[src/rtl/memory_access_stage_pkg.sv]
// Shared definitions for the MEM pipeline stage: control-field layout,
// ResultSrc encodings and the access FSM state encoding.
package memory_access_stage_pkg;

  localparam logic [1:0] RES_ALU = 2'b00;
  localparam logic [1:0] RES_MEM = 2'b01;
  localparam logic [1:0] RES_PC4 = 2'b10;

  localparam int CTL_REG_WRITE = 3;
  localparam int CTL_RES_HI    = 2;
  localparam int CTL_RES_LO    = 1;
  localparam int CTL_MEM_WRITE = 0;

  typedef enum logic {
    ST_IDLE = 1'b0,
    ST_WAIT = 1'b1
  } state_t;

endpackage

[src/rtl/memory_access_stage_mem_wb.sv]
// MEM/WB pipeline register; loads every cycle, either the MEM-stage
// results or an all-zero bubble.
module mem_wb_register (
  input  logic        CLK,
  input  logic        RST_N,
  input  logic        bubble,
  input  logic [31:0] alu_result,
  input  logic [31:0] read_data,
  input  logic [31:0] pc_plus4,
  input  logic [4:0]  rd,
  input  logic [2:0]  control,
  output logic [31:0] alu_result_w,
  output logic [31:0] read_data_w,
  output logic [31:0] pc_plus4_w,
  output logic [4:0]  rd_w,
  output logic [2:0]  control_w
);

  always_ff @(posedge CLK or negedge RST_N) begin
    if (!RST_N) begin
      alu_result_w <= '0;
      read_data_w  <= '0;
      pc_plus4_w   <= '0;
      rd_w         <= '0;
      control_w    <= '0;
    end else if (bubble) begin
      alu_result_w <= '0;
      read_data_w  <= '0;
      pc_plus4_w   <= '0;
      rd_w         <= '0;
      control_w    <= '0;
    end else begin
      alu_result_w <= alu_result;
      read_data_w  <= read_data;
      pc_plus4_w   <= pc_plus4;
      rd_w         <= rd;
      control_w    <= control;
    end
  end

endmodule

[src/rtl/memory_access_stage.sv]
// MEM stage of the RV32I pipeline: req/ready data-memory handshake with
// wait states and a bounded timeout, stall generation and forwarding taps.
module memory_access_stage
  import memory_access_stage_pkg::*;
#(
  parameter int TIMEOUT_CYCLES = 255
) (
  input  logic        CLK,
  input  logic        RST_N,
  input  logic [31:0] ALUResultM,
  input  logic [31:0] WriteDataM,
  input  logic [31:0] PCPlus4M,
  input  logic [4:0]  RdM,
  input  logic [3:0]  controlM,
  input  logic        dmem_ready,
  input  logic [31:0] dmem_rdata,
  output logic        dmem_req,
  output logic        dmem_we,
  output logic [31:0] dmem_addr,
  output logic [31:0] dmem_wdata,
  output logic        StallM,
  output logic [31:0] ALUResultMH,
  output logic [4:0]  RdMH,
  output logic        RegWriteMH,
  output logic [31:0] ALUResultW,
  output logic [31:0] ReadDataW,
  output logic [31:0] PCPlus4W,
  output logic [4:0]  RdW,
  output logic [2:0]  controlW,
  output logic        BusErrM
);

  localparam logic [7:0] TIMEOUT_CNT = 8'(TIMEOUT_CYCLES);

  state_t      state, state_next;
  logic [7:0]  wait_cnt, wait_cnt_next;
  logic        bus_err;
  logic        acc, is_load, timeout;
  logic        req_raw, stall_raw, bubble, set_err;
  logic [31:0] read_data;

  assign is_load = (controlM[CTL_RES_HI:CTL_RES_LO] == RES_MEM) && !controlM[CTL_MEM_WRITE];
  assign acc     = controlM[CTL_MEM_WRITE] || (controlM[CTL_RES_HI:CTL_RES_LO] == RES_MEM);
  assign timeout = (state == ST_WAIT) && !dmem_ready && (wait_cnt == TIMEOUT_CNT);

  always_ff @(posedge CLK or negedge RST_N) begin
    if (!RST_N) begin
      state    <= ST_IDLE;
      wait_cnt <= '0;
      bus_err  <= 1'b0;
    end else begin
      state    <= state_next;
      wait_cnt <= wait_cnt_next;
      if (set_err) bus_err <= 1'b1;
    end
  end

  always_comb begin
    state_next    = state;
    wait_cnt_next = '0;
    case (state)
      ST_IDLE: begin
        if (acc && !dmem_ready) begin
          state_next    = ST_WAIT;
          wait_cnt_next = 8'd1;
        end
      end
      ST_WAIT: begin
        if (dmem_ready || timeout) begin
          state_next = ST_IDLE;
        end else begin
          wait_cnt_next = wait_cnt + 8'd1;
        end
      end
      default: state_next = ST_IDLE;
    endcase
  end

  // Ready has priority over timeout, so a late completion never flags an error.
  always_comb begin
    req_raw   = 1'b0;
    stall_raw = 1'b0;
    set_err   = 1'b0;
    case (state)
      ST_IDLE: begin
        req_raw   = acc;
        stall_raw = acc && !dmem_ready;
      end
      ST_WAIT: begin
        req_raw   = 1'b1;
        stall_raw = !dmem_ready && !timeout;
        set_err   = timeout;
      end
      default: ;
    endcase
  end

  assign dmem_req   = RST_N && req_raw;
  assign StallM     = RST_N && stall_raw;
  assign bubble     = stall_raw;
  assign read_data  = (is_load && dmem_ready) ? dmem_rdata : 32'd0;

  assign dmem_we     = controlM[CTL_MEM_WRITE];
  assign dmem_addr   = ALUResultM;
  assign dmem_wdata  = WriteDataM;
  assign ALUResultMH = ALUResultM;
  assign RdMH        = RdM;
  assign RegWriteMH  = controlM[CTL_REG_WRITE];
  assign BusErrM     = bus_err;

  mem_wb_register u_mem_wb (
    .CLK          (CLK),
    .RST_N        (RST_N),
    .bubble       (bubble),
    .alu_result   (ALUResultM),
    .read_data    (read_data),
    .pc_plus4     (PCPlus4M),
    .rd           (RdM),
    .control      (controlM[CTL_REG_WRITE:CTL_RES_LO]),
    .alu_result_w (ALUResultW),
    .read_data_w  (ReadDataW),
    .pc_plus4_w   (PCPlus4W),
    .rd_w         (RdW),
    .control_w    (controlW)
  );

endmodule

[config.mk]
export PLATFORM = sky130hd
export DESIGN_NAME = memory_access_stage
export DESIGN_NICKNAME = d
export VERILOG_FILES = /design/src/rtl/memory_access_stage_pkg.sv /design/src/rtl/memory_access_stage_mem_wb.sv /design/src/rtl/memory_access_stage.sv
export SDC_FILE = /design/constraint.sdc
export NUM_CORES = 1
export LEC_CHECK = 0
export BUFFER_PORTS_ARGS = -buffer_cell sky130_fd_sc_hd__buf_2
export CORE_AREA = 2 2 137 139
export CTS_CLUSTER_DIAMETER = 120
export DETAILED_ROUTE_END_ITERATION = 16
export DIE_AREA = 0 0 139 141
export HOLD_SLACK_MARGIN = 0.02
export PLACE_DENSITY = 0.65
export SLEW_MARGIN = 20
export SYNTH_ARGS = -nofsm -noshare
export SYNTH_HDL_FRONTEND = slang
export SYNTH_SLANG_ARGS = --single-unit
[constraint.sdc]
create_clock -name CLK -period 1.6 [get_ports CLK]
set_input_delay 0.32 -clock CLK [delete_from_list [all_inputs] [get_ports CLK]]
set_output_delay 0.32 -clock CLK [all_outputs]
set_load 0.005 [all_outputs]
==> out/metrics.csv, run 1 <==
metric,value,unit
outcome,"finished, violations left",
failing checks,negative setup slack,
I/O Buffers,285,
static leakage,3.52,nW
first-pass GRT wire length,19400,um
"top cells by count, synth","dfrtp_1 (114), buf_4 (103), nor3b_1 (42)",
Cell Pwr Density,1230,nW/um^2
Slew @ Worst Pin,0.480,ns
All-Layer GR Usage,13.2,%
Worst Skew,0.00555,ns
I/O pin count,350,
Setup crit end kind,output pin,
Worst VDD drop,0.658,mV
WL/cell,15.5,um
clock sink count,114,
Post-route DRC,0,
Iteration-0 DRC Markers,113,
placed cells,792,
post-DR vias/cell,4.12,
Area contributors post-synth,"dfrtp_1 (58%), buf_4 (16%), nor3b_2 (7.7%)",
Die ar.,19600,sq um
Max-slew headroom,68.0,%
RePlAce Congestion,0.765,
Die X,139,um
worst path arrival time,1.55,ns
"area leader, netlist",dfrtp_1,
synthesized flop and latch total,114,
hpwl dp,9440,um
Syn Nets,523,
Die Span Y,141,um
Synth cell types,35,
CTS tree,yes,
area of the core,18300,sq um
minimum clock period,1.87,ns
Mapped Cells,382,
Reg2Reg Depth,5,
diode count,0,
Detailed Routing Iterations Pass 1,4,
Synth Area per Inst,12.8,sq um
cell with the most instances after synthesis,dfrtp_1,
Worst R2R Start,wait_cnt[0]$_DFF_PN0_,
Max-Cap Viols,0,
Antenna Nets Post-Route,0,
routed wire length,12800,um
Tcrit/Tclk final,117,%
sequential fraction of the synthesis area,58.2,%
initial antenna violation count,0,
largest net degree at the start of global routing,92,
class of the most critical hold timing path,in2async,
Most used DFF post-synth,dfrtp_1,
RSZ-0062 raised after global routing,true,
CTS buffer count,17,
Max clock buf depth,2,
end-of-flow core utilization,36.1,%
initial core utilization,26.8,%
H-tree depth,4,
routed vias,3411,
CP startpoint kind,flip-flop,
reg2reg end,u_mem_wb.rd_w[1]$_DFF_PN0_,
layout net count,722,
Worst-Skew Late Latency,0.40,ns
Post-synth ARST share,100,%
CP max FO,3,
Worst Slack Setup Final,-0.268,ns
Post-synth EDFFs,0,
WS Path Type,reg2out,
Post-Syn Area,4900,sq um
warnings from Yosys,0,
"CTS clk-pin slew, worst paths",0.05,ns
Crit path required time,1.28,ns
fin cells,828,
Root Buffer,clkbuf_16,
"Slew Viols, Final",0,
layout cell share with drive strength beyond 1,62.1,%
number of global-route vias before repair,3367,
GR Overflow Total,0,
final setup vio count,1,
fmax,0.535,GHz
r2r setup slk,0.11,ns
row count,50,
final hold violations,0,
Area growth syn-to-layout,34.4,%
top cell type's share of synthesized area,58.2,%
-- kinds of logic after synthesis --
group	after synthesis	share of synthesized area (%)
adders and majority gates	1	0.255
DFF	114	58.2
and+or+nand+nor	124	20.7
buffers and inverters	126	18.4
xor gates and xnor gates	2	0.357
AOI/OAI and AO/OA	15	2.14
-- worst max-delay path: stages, from the launching register on --
cell and delay (ns):
dfrtp_1 0.39, ha_4 0.16, nand4_4 0.07, o21ba_4 0.23, o21a_1 0.17, buf_2 0.13
-- area by class of cell --
cell class / instances / area, sq um
sequential: 114 / 2850
clock buffer: 19 / 433
timing repair buffer: 303 / 1630
tap: 234 / 293
multi-input combinational: 142 / 1190
inverter: 3 / 11.3
fill: 1798 / 11700
clock inverter: 13 / 185
-- power by group --
group,switching [mW],internal (mW)
Clock,1.35,2.61
Sequential,0.0529,3.09
Combinational,0.495,0.486
Total,1.90,6.18
-- per-stage QoR --
step	hold slack, ns	power, mW	setup slack [ns]	setup TNS (ns)	area, sq um
4_1_cts	0.0381	8.24	-0.296	-0.296	6580
3_5_place_dp	0.436	4.19	0.0483	0	5940
6_report	0.0126	8.08	-0.268	-0.268	6590
3_3_place_gp	0.439	4.18	0.0452	0	5940
5_1_grt	0.0525	8.51	-0.355	-0.368	6590
2_1_floorplan	0.0244	3.75	-0.00499	-0.00499	4930
-- how the worst max path moves through the flow --
stage | cells after the start | endpoint | from | slack (ns)
6_report | 5 | StallM | wait_cnt[0]$_DFF_PN0_ | -0.27
5_1_grt | 5 | StallM | wait_cnt[0]$_DFF_PN0_ | -0.35
4_1_cts | 5 | StallM | wait_cnt[0]$_DFF_PN0_ | -0.30
3_5_place_dp | 6 | StallM | controlM[1] | 0.05
3_3_place_gp | 6 | StallM | controlM[1] | 0.05
2_1_floorplan | 6 | StallM | wait_cnt[0]$_DFF_PN0_ | -0.005
-- placed cells by master (no fill, tap or decap), types with 2 or more instances in the layout --
master / count
clkbuf_16: 17
buf_2: 284
clkinv_4: 3
clkinvlp_4: 2
and2_1: 34
o31ai_1: 2
nand2_1: 4
inv_1: 3
buf_12: 5
clkbuf_1: 2
bufinv_16: 4
nand2b_1: 2
clkinv_2: 3
nor3b_2: 30
nor3b_1: 42
nor2_1: 2
dfrtp_1: 113
a31oi_1: 2
buf_4: 13
a21oi_1: 3
-- metal layers --
metal  routed length (um)  vias to the layer above  part of all wire (%)  track usage (%)
li1                     -                     1555                     -                -
met1                 5040                     1636                    39             15.1
met2                 6240                      196                    49             21.8
met3                 1250                       24                   9.7             5.33
met4                  297                        0                   2.3             6.06
met5                    0                        -                     0                0
-- state kept, by name, summed over array words and instances (netlist names) --
signal                 count
BusErrM                    1
state                      1
u_mem_wb.alu_result_w     32
u_mem_wb.control_w         3
u_mem_wb.pc_plus4_w       32
u_mem_wb.rd_w              5
u_mem_wb.read_data_w      32
wait_cnt                   8
-- what timing repair did --
action | 4_1_cts | 5_1_grt
pin swaps | 2 | 0
setup endpoints to repair | 2 | 6
gates cloned | 0 | 0
buffers inserted | 2 | 1
hold buffers | 1 | 0
resized for setup | 0 | 1
endpoints found under the hold margin | 23 | 0
No activity file was read; power rests on OpenSTA's default activity.
==> run 2: changes to the inputs <==
--- a/config.mk
+++ b/config.mk
@@ -10,6 +10,7 @@
 export CTS_CLUSTER_DIAMETER = 120
 export DETAILED_ROUTE_END_ITERATION = 16
 export DIE_AREA = 0 0 139 141
+export GPL_TIMING_DRIVEN = 0
 export HOLD_SLACK_MARGIN = 0.02
 export PLACE_DENSITY = 0.65
 export SLEW_MARGIN = 20
==> out/metrics.csv, run 2 (same netlist as run 1, synthesis figures left out) <==
metric,value,unit,change
outcome,"finished, violations left",,unchanged
failing checks,negative setup slack,,unchanged
most frequent cells in the layout,"buf_2 (322), dfrtp_1 (110), buf_4 (110)",,"was buf_2 (284), dfrtp_1 (113), nor3b_1 (42)"
post-DR vias/cell,4.00,,was 4.12
design area,7680,sq um,was 6590 sq um
"Cell Chain, Critical Path",ha_4 > nand4_4 > o21ba_4 > buf_8 > o21a_1 > buf_2,,was ha_4 > nand4_4 > o21ba_4 > o21a_1 > buf_2
CP max FO,2,,was 3
RePlAce Congestion,0.762,,was 0.765
final setup vio count,1,,unchanged
"slowest stage cell, crit path",dfrtp_2,,was dfrtp_1
minimum clock period,1.97,ns,was 1.87 ns
critical path's largest stage delay,0.39,ns,about the same
Worst-Skew Late Latency,0.41,ns,was 0.40 ns
H-tree depth,4,,unchanged
largest net degree at the start of global routing,39,,was 92
WP depth,6,,was 5
Post-route DRC,0,,unchanged
CTS buffer count,17,,unchanged
All-Layer GR Usage,14.6,%,was 13.2%
Post-DP Area,6840,sq um,was 5940 sq um
Root Buffer,clkbuf_16,,unchanged
routed vias,3902,,was 3411
Cell Pwr Density,1090,nW/um^2,was 1230 nW/um^2
Place WS,-0.450,ns,was 0.0483 ns
worst path arrival time,1.65,ns,was 1.55 ns
"commonest non-fill, non-tap cell in the layout",buf_2,,unchanged
Area growth syn-to-layout,56.6,%,was 34.4%
Worst Skew,0.00705,ns,was 0.00555 ns
Worst Slack Setup Final,-0.369,ns,was -0.268 ns
row count,50,,unchanged
Max-Cap Viols,0,,unchanged
Tcrit/Tclk final,123,%,was 117%
Max clock buf depth,2,,unchanged
"Slew Viols, Final",0,,unchanged
fmax,0.508,GHz,was 0.535 GHz
static leakage,4.23,nW,was 3.52 nW
number of global-route vias before repair,3931,,was 3367
WL/cell,14.6,um,was 15.5 um
Reg2Reg Depth,7,,was 5
CTS tree,yes,,unchanged
Die ar.,19600,sq um,unchanged
Worst R2R Start,wait_cnt[1]$_DFF_PN0_,,was wait_cnt[0]$_DFF_PN0_
Antenna Nets Post-Route,0,,unchanged
Crit path required time,1.28,ns,about the same
CP top delay family,flip-flops,,was compound AO/OA/AOI/OAI gates
Die Span Y,141,um,unchanged
crit path capture,StallM,,unchanged
layout cell share with drive strength beyond 1,70.1,%,was 62.1%
I/O pin count,350,,unchanged
hpwl dp,10600,um,was 9440 um
first-pass GRT wire length,21600,um,was 19400 um
Critical Path Source,wait_cnt[1]$_DFF_PN0_,,was wait_cnt[0]$_DFF_PN0_
Max-slew headroom,66.7,%,was 68.0%
Slew @ Worst Pin,0.499,ns,was 0.480 ns
Worst VDD drop,0.673,mV,was 0.658 mV
initial antenna violation count,0,,unchanged
Top Registers,"u_mem_wb.alu_result_w (32), u_mem_wb.pc_plus4_w (32), u_mem_wb.read_data_w (32)",,unchanged
I/O Buffers,317,,was 285
class of the most critical hold timing path,in2async,,unchanged
WS Path Type,reg2out,,unchanged
Setup crit end kind,output pin,,unchanged
layout net count,870,,was 722
routed wire length,14300,um,was 12800 um
r2r setup slk,0.03,ns,was 0.11 ns
GR Overflow Total,0,,unchanged
Iteration-0 DRC Markers,146,,was 113
area of the core,18300,sq um,unchanged
clock sink count,114,,unchanged
buffers plus inverters on the worst setup path,2,,was 1
Die X,139,um,unchanged
"CTS clk-pin slew, worst paths",0.06,ns,was 0.05 ns
initial core utilization,26.8,%,unchanged
Fill cells,1757,,was 1798
final hold violations,0,,unchanged
RSZ-0062 raised after global routing,true,,unchanged
Detailed Routing Iterations Pass 1,3,,was 4
reg2reg end,u_mem_wb.alu_result_w[11]$_DFF_PN0_,,was u_mem_wb.rd_w[1]$_DFF_PN0_
CP startpoint kind,flip-flop,,unchanged
==> run 2: metrics by stage <==
stage	instances	TNS (ns)	hold WS [ns]	utilization, %	power (mW)
5_1_grt	974	-0.609	0.0217	42.0	8.81
3_5_place_dp	934	-8.50	0.250	37.4	4.42
4_1_cts	974	-0.426	0.0215	41.8	8.52
6_report	975	-0.369	0.00882	42.0	8.40
2_1_floorplan	382	-0.00499	0.0244	-	3.75
3_3_place_gp	933	-158.29	0.451	37.3	4.39
==> run 2: worst min-delay path by stage <==
stage / startpoint / end / slack (ns)
finish: RST_N / state$_DFF_PN0_ / 0.009
global route: RST_N / state$_DFF_PN0_ / 0.02
CTS: RST_N / state$_DFF_PN0_ / 0.02
detailed placement: RST_N / u_mem_wb.alu_result_w[1]$_DFF_PN0_ / 0.25
global placement: BusErrM$_DFFE_PN0P_ / BusErrM$_DFFE_PN0P_ / 0.45
floorplan: RST_N / BusErrM$_DFFE_PN0P_ / 0.02
==> run 2: report_power, final <==
group,internal [mW],switching [mW]
sequential,3.09,0.0583
clock,2.66,1.31
combinational,0.702,0.570
total,6.46,1.94
==> run 2: area by class of cell <==
class / count / area, sq um / area share [%]
Multi-Input combinational cell: 142 / 1220 / 15.9
Inverter: 3 / 11.3 / 0.147
Clock buffer: 20 / 457 / 5.95
Buffer: 122 / 910 / 11.8
Antenna cell: 1 / 2.50 / 0.0326
Tap cell: 234 / 293 / 3.81
Clock inverter: 10 / 159 / 2.07
Timing Repair Buffer: 329 / 1770 / 23.1
Sequential cell: 114 / 2860 / 37.2
==> run 2: repair_timing <==
item / CTS / global route
endpoints found under the setup margin: 66 / 53
pin swaps: 4 / 2
buffers inserted: 6 / 0
endpoints found under the hold margin: 38 / 0
gates cloned: 1 / 0
resized for setup: 12 / 12
hold buffers: 4 / 0
==> run 2: worst register-to-register path: cells and delay by family, from the launching register on <==
| family | cells | cell delay (ns) |
|---|---|---|
| AOI/OAI and AO/OA | 1 | 0.22 |
| DFF | 1 | 0.39 |
| buffers and inverters | 3 | 0.47 |
| and+or+nand+nor | 2 | 0.25 |
| adders and majority gates | 1 | 0.15 |
==> run 2: layer usage <==
layer  track usage [%]  up-vias  routed length (um)
met5                 0        -                   0
met4              5.79        0                 263
met3              5.40       17                1310
met2              24.9      220                7090
met1              16.8     1820                5620
li1                  -     1845                   -
